`src/rtl/pre_if_stage.sv`:
```
// Pre-fetch stage: owns the fetch PC, drives the instruction-SRAM address
// handshake and hands each issued (or address-faulting) fetch to the fetch stage.
module pre_if_stage #(
   parameter logic [31:0] RESET_PC  = 32'h1c000000,
   parameter int          BR_BUS_WD = 33
) (
   input  logic                 clk,
   input  logic                 reset,
   input  logic [BR_BUS_WD-1:0] br_bus,
   input  logic                 flush_valid,
   input  logic [31:0]          flush_target,
   input  logic                 fs_allowin,
   output logic                 ps_to_fs_valid,
   output logic [33:0]          ps_to_fs_bus,
   output logic                 inst_sram_req,
   output logic                 inst_sram_wr,
   output logic [1:0]           inst_sram_size,
   output logic [31:0]          inst_sram_addr,
   input  logic                 inst_sram_addr_ok
);

   // state  | meaning
   // S_REQ  | presenting ps_pc to the SRAM (or offering an adef entry)
   // S_HOLD | address accepted, entry waiting for fs_allowin
   // S_HALT | adef entry handed off, only a flush restarts fetch
   typedef enum logic [1:0] {S_REQ, S_HOLD, S_HALT} state_e;

   state_e      state_q, state_d;
   logic [31:0] ps_pc_q, ps_pc_d;
   logic        rd_valid_q, rd_valid_d;
   logic [31:0] rd_target_q, rd_target_d;
   logic        cancel_q, cancel_d;
   logic [31:0] held_pc_q, held_pc_d;

   logic        br_taken;
   logic [31:0] br_target;
   logic        redirect;
   logic [31:0] redir_target;
   logic        adef;
   logic        cancel_now;
   logic [31:0] next_pc;

   assign br_taken     = br_bus[BR_BUS_WD-1];
   assign br_target    = br_bus[31:0];
   assign redirect     = flush_valid | br_taken;
   assign redir_target = flush_valid ? flush_target : br_target;
   assign adef         = (ps_pc_q[1:0] != 2'b00);
   assign cancel_now   = rd_valid_q | redirect;
   assign next_pc      = redirect ? redir_target : (rd_valid_q ? rd_target_q : ps_pc_q + 32'd4);

   always_ff @(posedge clk or posedge reset) begin
      if (reset) begin
         state_q     <= S_REQ;
         ps_pc_q     <= RESET_PC;
         rd_valid_q  <= 1'b0;
         rd_target_q <= 32'h0;
         cancel_q    <= 1'b0;
         held_pc_q   <= 32'h0;
      end else begin
         state_q     <= state_d;
         ps_pc_q     <= ps_pc_d;
         rd_valid_q  <= rd_valid_d;
         rd_target_q <= rd_target_d;
         cancel_q    <= cancel_d;
         held_pc_q   <= held_pc_d;
      end
   end

   always_comb begin
      state_d     = state_q;
      ps_pc_d     = ps_pc_q;
      rd_valid_d  = rd_valid_q;
      rd_target_d = rd_target_q;
      cancel_d    = cancel_q;
      held_pc_d   = held_pc_q;
      case (state_q)
         S_REQ: begin
            if (adef) begin
               if (flush_valid) ps_pc_d = flush_target;
               else if (fs_allowin) state_d = S_HALT;
            end else if (inst_sram_addr_ok) begin
               cancel_d   = cancel_now;
               rd_valid_d = 1'b0;
               if (fs_allowin) begin
                  ps_pc_d = next_pc;
               end else begin
                  // park the follow-on PC in the redirect slot until fetch drains
                  state_d     = S_HOLD;
                  rd_target_d = next_pc;
                  rd_valid_d  = 1'b1;
                  held_pc_d   = ps_pc_q;
               end
            end else if (redirect) begin
               rd_valid_d  = 1'b1;
               rd_target_d = redir_target;
            end
         end
         S_HOLD: begin
            if (fs_allowin) begin
               ps_pc_d    = redirect ? redir_target : rd_target_q;
               rd_valid_d = 1'b0;
               cancel_d   = 1'b0;
               state_d    = S_REQ;
            end else if (redirect) begin
               cancel_d    = 1'b1;
               rd_target_d = redir_target;
            end
         end
         S_HALT: begin
            if (flush_valid) begin
               ps_pc_d    = flush_target;
               rd_valid_d = 1'b0;
               cancel_d   = 1'b0;
               state_d    = S_REQ;
            end
         end
         default: state_d = S_REQ;
      endcase
   end

   always_comb begin
      inst_sram_req  = 1'b0;
      ps_to_fs_valid = 1'b0;
      ps_to_fs_bus   = 34'h0;
      if (!reset) begin
         case (state_q)
            S_REQ: begin
               inst_sram_req = ~adef;
               if (adef) begin
                  ps_to_fs_valid = 1'b1;
                  ps_to_fs_bus   = {1'b0, 1'b1, ps_pc_q};
               end else if (inst_sram_addr_ok) begin
                  ps_to_fs_valid = 1'b1;
                  ps_to_fs_bus   = {cancel_now, 1'b0, ps_pc_q};
               end
            end
            S_HOLD: begin
               // a redirect arriving in the hand-off cycle still kills the held entry
               ps_to_fs_valid = 1'b1;
               ps_to_fs_bus   = {cancel_q | redirect, 1'b0, held_pc_q};
            end
            default: ;
         endcase
      end
   end

   assign inst_sram_wr   = 1'b0;
   assign inst_sram_size = 2'b10;
   assign inst_sram_addr = ps_pc_q;

endmodule

```
`config.mk`:
```
export PLATFORM = sky130hd
export DESIGN_NAME = pre_if_stage
export DESIGN_NICKNAME = d
export VERILOG_FILES = /design/src/rtl/pre_if_stage.sv
export SDC_FILE = /design/constraint.sdc
export NUM_CORES = 1
export LEC_CHECK = 0
export ABC_CLOCK_PERIOD_IN_PS = 3100
export BUFFER_PORTS_ARGS = -buffer_cell sky130_fd_sc_hd__buf_2
export CAP_MARGIN = 5
export CORE_AREA = 8 8 159 124
export DETAILED_ROUTE_END_ITERATION = 8
export DIE_AREA = 0 0 167 132
export GPL_TIMING_DRIVEN = 0
export PLACE_DENSITY = 0.69
export REMOVE_ABC_BUFFERS = 1
export SYNTH_ARGS = -nofsm -noshare
export SYNTH_HDL_FRONTEND = slang
export SYNTH_SLANG_ARGS = --single-unit
```
`constraint.sdc`:
```
create_clock -name clk -period 3.1 [get_ports clk]
set_input_delay 0 -clock clk [delete_from_list [all_inputs] [get_ports clk]]
set_output_delay 0 -clock clk [all_outputs]
set_load 0.005 [all_outputs]
```
-- Word level (Yosys, flattened, before mapping)
Index checks and enable logic that the tools add are counted.
- bitwise logic cells: 5
- add/sub/neg operators: 1
- reduce and logical (&&, ||, !) cells: 10
- mux-type cells: 44
- equal/unequal tests: 15
- operator list (cell ; number):
    32-bit two-way mux ; 13
    34-bit two-way mux ; 3
    32-bit case mux with 3 select lines ; 1
    34-bit case mux with 2 select lines ; 1
    32-bit case mux with 2 select lines ; 1
    32-bit by 3-bit adder with 32-bit output (second input constant) ; 1
    3-bit != test (second input constant) ; 8
    1-bit two-way mux ; 14
    2-bit two-way mux ; 7
    4-bit AND reduction ; 3
    2-bit != test (second input constant) ; 5
    5-bit AND reduction ; 2
    1-bit case mux with 3 select lines ; 2
    2-bit case mux with 3 select lines ; 1
    6-bit AND reduction ; 1
    2-bit nonzero test ; 2
    1-bit bitwise OR ; 3
    3-bit nonzero test ; 1
    2-bit by 1-bit equality test with 1-bit output (second input constant) ; 1
    2-bit equality test (second input constant) ; 1
    2-bit logical NOT ; 1
    1-bit NOT ; 2
    1-bit case mux with 2 select lines ; 1
- output and inout bits: 71
- word-level logic and storage cells: 81
- bits in registers: 100

-- Depth between registers and ports, before layout
- depth in word-level cells: 7
- gate-level depth with buffers: 10
- mapped depth without buffers: 8

-- Worst setup path before layout
No wires, ideal clock.
- kind: input port to output port
- start point: input port reset
- end point: output port ps_to_fs_bus[10]
- arrival time: 3.123 ns
- slack: -0.023 ns
- cell stages on the path: 4
- path buffers: 1
- cell sequence: inv_1 -> o21ai_0 -> clkbuf_1 -> nor2_1
- word-level cells in the longest chain between the ends: 1
- ends and longest elaborated chain (what ; RTL line ; text):
    start, declared ; 8 ; input logic reset,
    34-bit two-way mux ; 125 ; if (!reset) begin
    end, declared ; 14 ; output logic [33:0] ps_to_fs_bus,
No other way between the ends.

-- Final worst setup path
- start point: register state_q[1]
- end point: register rd_target_q[11]
- word-level cells in the longest chain between the ends: 3
- elaborated cells between the ends (all ways): 8
- classes of those cells: eq/ne (4); mux (1); reduce/logical (3)
- ends and longest elaborated chain (what ; RTL line ; text):
    start, declared ; 28 ; state_e state_q, state_d;
    start signal, assigned ; 60 ; state_q <= state_d;
    2-bit by 1-bit equality test with 1-bit output / 2-bit logical NOT (equally long branches) ; 76 ; case (state_q)
    2-bit != test (no line) (tied with other cells) ; -- ;
    4-bit AND reduction (no line) ; -- ;
    end signal, assigned ; 63 ; rd_target_q <= rd_target_d;
    end, declared ; 31 ; logic [31:0] rd_target_q, rd_target_d;
Parallel ways exist; a longest one is shown, timed or not.
A chain may end at the register's enable or synchronous reset.

==> impl_metrics.env <==
export IMPL_p_int_mw=4.544
export IMPL_die_w_um=167
export IMPL_crit_path_end="rd_target_q[11]"
export IMPL_clk_pin_slew_ps=70
export IMPL_mostFrequentLayoutCell="buf_2"
export IMPL_place_congestion=0.8745
export IMPL_drv_cap=0
export IMPL_vias=8000
export IMPL_syn_instance_count=951
export IMPL_avgRoutedWirePerCell_um=21.67
export IMPL_root_buffer="clkbuf_16"
export IMPL_tritoncts="built"
export IMPL_synth_cell_types=67
export IMPL_crit_chain="inv_1 > ha_4 > nor3b_1 > nand2_1 > o21ai_2 > o21ai_2 > a32oi_1 > o21ai_0"
export IMPL_r2r_end="rd_target_q[11]"
export IMPL_crit_type="reg -> reg"
export IMPL_drt_iter0_drc=861
export IMPL_r2r_cells=8
export IMPL_design_portCount=141
export IMPL_firstDrtPassIters=5
export IMPL_post_route_period_util=0.9234
export IMPL_die_y_um=132
export IMPL_placedInstanceArea_um2=8416
export IMPL_synth_seq_cells=100
export IMPL_synthArstFlopShare=1.000
export IMPL_end_kind="flip-flop"
export IMPL_avgSynthCellArea_um2=7.951
export IMPL_synth_enable_flop_cells=0
export IMPL_numCtsBuffers=9
export IMPL_hold_class="in -> reg"
export IMPL_total_power_mw=8.807
export IMPL_worst_setup_path_start_kind="flip-flop"
export IMPL_clock_path_buffers=2
export IMPL_placedCellCount=1228
export IMPL_critPathLaunch="state_q[1]"
export IMPL_fin_nets=1095
export IMPL_period_needed_ps=2863
export IMPL_diodes=0
export IMPL_worstPathMaxFanout=16
export IMPL_crit_buf_inv=1
export IMPL_drive_gt1_frac=0.2250
export IMPL_initial_core_util=0.4400
export IMPL_clk_latency_ps=350
export IMPL_place_ws_ps=-1306
export IMPL_grt_first_pass_wirelength_um=42410
export IMPL_grt_max_degree=79
export IMPL_routed_wl_um=26910
export IMPL_antenna_found_initial=1
export IMPL_slowest_delay_ps=490
export IMPL_setup_viol=0
export IMPL_maxSlewViolCount=0
export IMPL_syn_area_um2=7561
export IMPL_grtUsageTotal=0.2366
export IMPL_slew_headroom=0.3017
export IMPL_combPwrFrac=0.553
export IMPL_power_leakage_nw=3.747
export IMPL_grt_setup_unrepaired="no"
export IMPL_area_growth_pct=15.75
export IMPL_place_hpwl_um=18200
export IMPL_cpLargestDelayFamily="compound AO/OA/AOI/OAI gates"
export IMPL_p_switching_mw=4.263
export IMPL_finalNonFillerCells=1242
export IMPL_finalHoldViolCount=0
export IMPL_critical_path_slowest_cell="o21ai_2"
export IMPL_coreArea_um2=17180
export IMPL_nFillCells=1637
export IMPL_ys_warn_count=0
export IMPL_worst_pin_slew_ps=1047
export IMPL_die_area_um2=22040
export IMPL_path_depth=8
export IMPL_rrSetupSlack_ps=240
export IMPL_grt_pass1_vias=7612
export IMPL_fin_ws_ps=237.4
export IMPL_vdd_drop_max_mv=0.4408
export IMPL_drc=0
export IMPL_synth_ff_type="dfrtp_1"
export IMPL_fmax_mhz=349.3
export IMPL_critPathMostFrequentCell="o21ai_2"
export IMPL_core_rowCount=42
export IMPL_seq_area_frac_synth=0.3315
export IMPL_htreeDepth=3
export IMPL_port_buffers=137
export IMPL_sw_frac_of_total=0.4840
export IMPL_r2r_start="state_q[1]"
export IMPL_power_density_nw_per_um2=1006
export IMPL_cts_sink_count=100
export IMPL_final_core_util=0.5093
export IMPL_viasPerCell=6.441
export IMPL_postLayoutCellArea_um2=8752
export IMPL_worstPathRequired_ps=3320
export IMPL_clockPowerShare=0.128
export IMPL_overflow=0
export IMPL_seq_power_share=0.319
export IMPL_layout_common_cells="buf_2, nand2_1, dfrtp_1, a21oi_1, o21ai_0"
export IMPL_critical_path_arrival_ps=3080
export IMPL_detail_route_antenna_nets=0
export IMPL_skew_ps=9.862
export IMPL_outcome="finished, final reports clean"
[cell families after synthesis]
logic type	Yosys count	share of synthesized area
and+or+nand+nor	315	0.2025
AOI/OAI and AO/OA	351	0.3042
adders and majority gates	5	0.008274
DFF	100	0.3315
muxes	47	0.06702
xor gates and xnor gates	24	0.02780
buffers and inverters	107	0.05775
other	2	0.0009933
[power groups by stage]
stage	clock network [mW]	registers (mW)	logic, mW
2_1_floorplan	0	2.56	3.02
3_3_place_gp	0	2.77	4.39
3_5_place_dp	0	2.79	4.72
4_1_cts	1.16	2.77	4.77
5_1_grt	1.19	2.90	5.31
6_report	1.13	2.81	4.87
[cell type report]
| cell class | instances | area (µm²) | area share |
|---|---|---|---|
| clock buffers | 10 | 239.0 | 0.02731 |
| clock inverters | 3 | 40.04 | 0.004575 |
| inverters | 15 | 60.06 | 0.006862 |
| multi-input cells | 745 | 4732 | 0.5407 |
| flip-flops and latches | 100 | 2506 | 0.2863 |
| well taps | 220 | 275.3 | 0.03145 |
| repair buffers | 149 | 899.6 | 0.1028 |
[worst reg2reg max path, delay by kind of cell (launching register included)]
family                     cells  cell delay [ps]
buffers and inverters          1              190
and+or+nand+nor                2              630
adders and majority gates      1              300
AOI/OAI and AO/OA              4             1210
DFF                            1              400
[worst min-delay path by stage]
stage | slack (ps) | depth (start not counted) | from | to
2_1_floorplan | 30 | 1 | reset | inst_sram_req
3_3_place_gp | 290 | 3 | reset | ps_to_fs_bus[0]
3_5_place_dp | 140 | 2 | reset | held_pc_q[0]
4_1_cts | 30 | 3 | br_bus[21] | rd_target_q[21]
5_1_grt | 50 | 3 | br_bus[21] | rd_target_q[21]
6_report | 30 | 3 | br_bus[21] | rd_target_q[21]
[per-layer routing]
layer / global-route usage / part of all wire / up-vias
met5: 0 / 0.00030 / -
met4: 0.05492 / 0.014 / 2
met3: 0.06194 / 0.11 / 42
met2: 0.3542 / 0.43 / 483
met1: 0.3336 / 0.45 / 3853
li1: - / - / 3620
[cells in the mapped netlist (5+ instances only)]
cell / number / area share
a22o_1: 6 / 0.0070
a211oi_1: 20 / 0.020
clkbuf_1: 71 / 0.035
a21oi_1: 80 / 0.053
o22ai_1: 10 / 0.0083
xor2_1: 7 / 0.0081
nor3_1: 21 / 0.014
o211ai_1: 13 / 0.013
ha_1: 5 / 0.0083
buf_4: 7 / 0.0070
o221ai_1: 8 / 0.0093
a31oi_1: 9 / 0.0074
nand4_1: 9 / 0.0074
a21boi_0: 8 / 0.0079
buf_1: 7 / 0.0035
and4_1: 5 / 0.0058
and3_1: 5 / 0.0041
dfrtp_1: 97 / 0.32
a21o_1: 14 / 0.014
nor2_1: 64 / 0.032
a2111oi_0: 5 / 0.0058
o21a_1: 7 / 0.0070
mux2_2: 29 / 0.043
mux2i_1: 18 / 0.024
nand2b_1: 22 / 0.018
a221oi_1: 7 / 0.0081
a22oi_1: 40 / 0.040
nand3_1: 18 / 0.012
o21ai_0: 80 / 0.053
a32oi_1: 7 / 0.0081
nor2b_1: 14 / 0.012
inv_1: 14 / 0.0070
o31ai_1: 6 / 0.0060
buf_2: 5 / 0.0033
and2_1: 12 / 0.0099
xnor2_1: 17 / 0.020
nand2_1: 122 / 0.061
[through the flow]
| step | hold WS (ps) | setup TNS, ps |
|---|---|---|
| after global placement | 287.3 | -467440 |
| final | 29.96 | 0 |
| after floorplan | 31.10 | -73520 |
| after global routing | 52.46 | 0 |
| after detailed placement | 140.4 | -20180 |
| after CTS | 30.96 | 0 |
[registers in the layout, indices dropped and copies added (netlist names)]
signal / count
held_pc_q: 32
rd_target_q: 32
rd_valid_q: 1
state_q: 2
inst_sram_addr: 32
cancel_q: 1
[repair_timing]
action / CTS / global route
buffers inserted: 0 / 0
setup endpoints to repair: 30 / 21
gates resized for setup: 8 / 4
hold buffers: 1 / 0
hold endpoints to repair: 41 / 0
No activity file was read; power rests on OpenSTA's default activity.
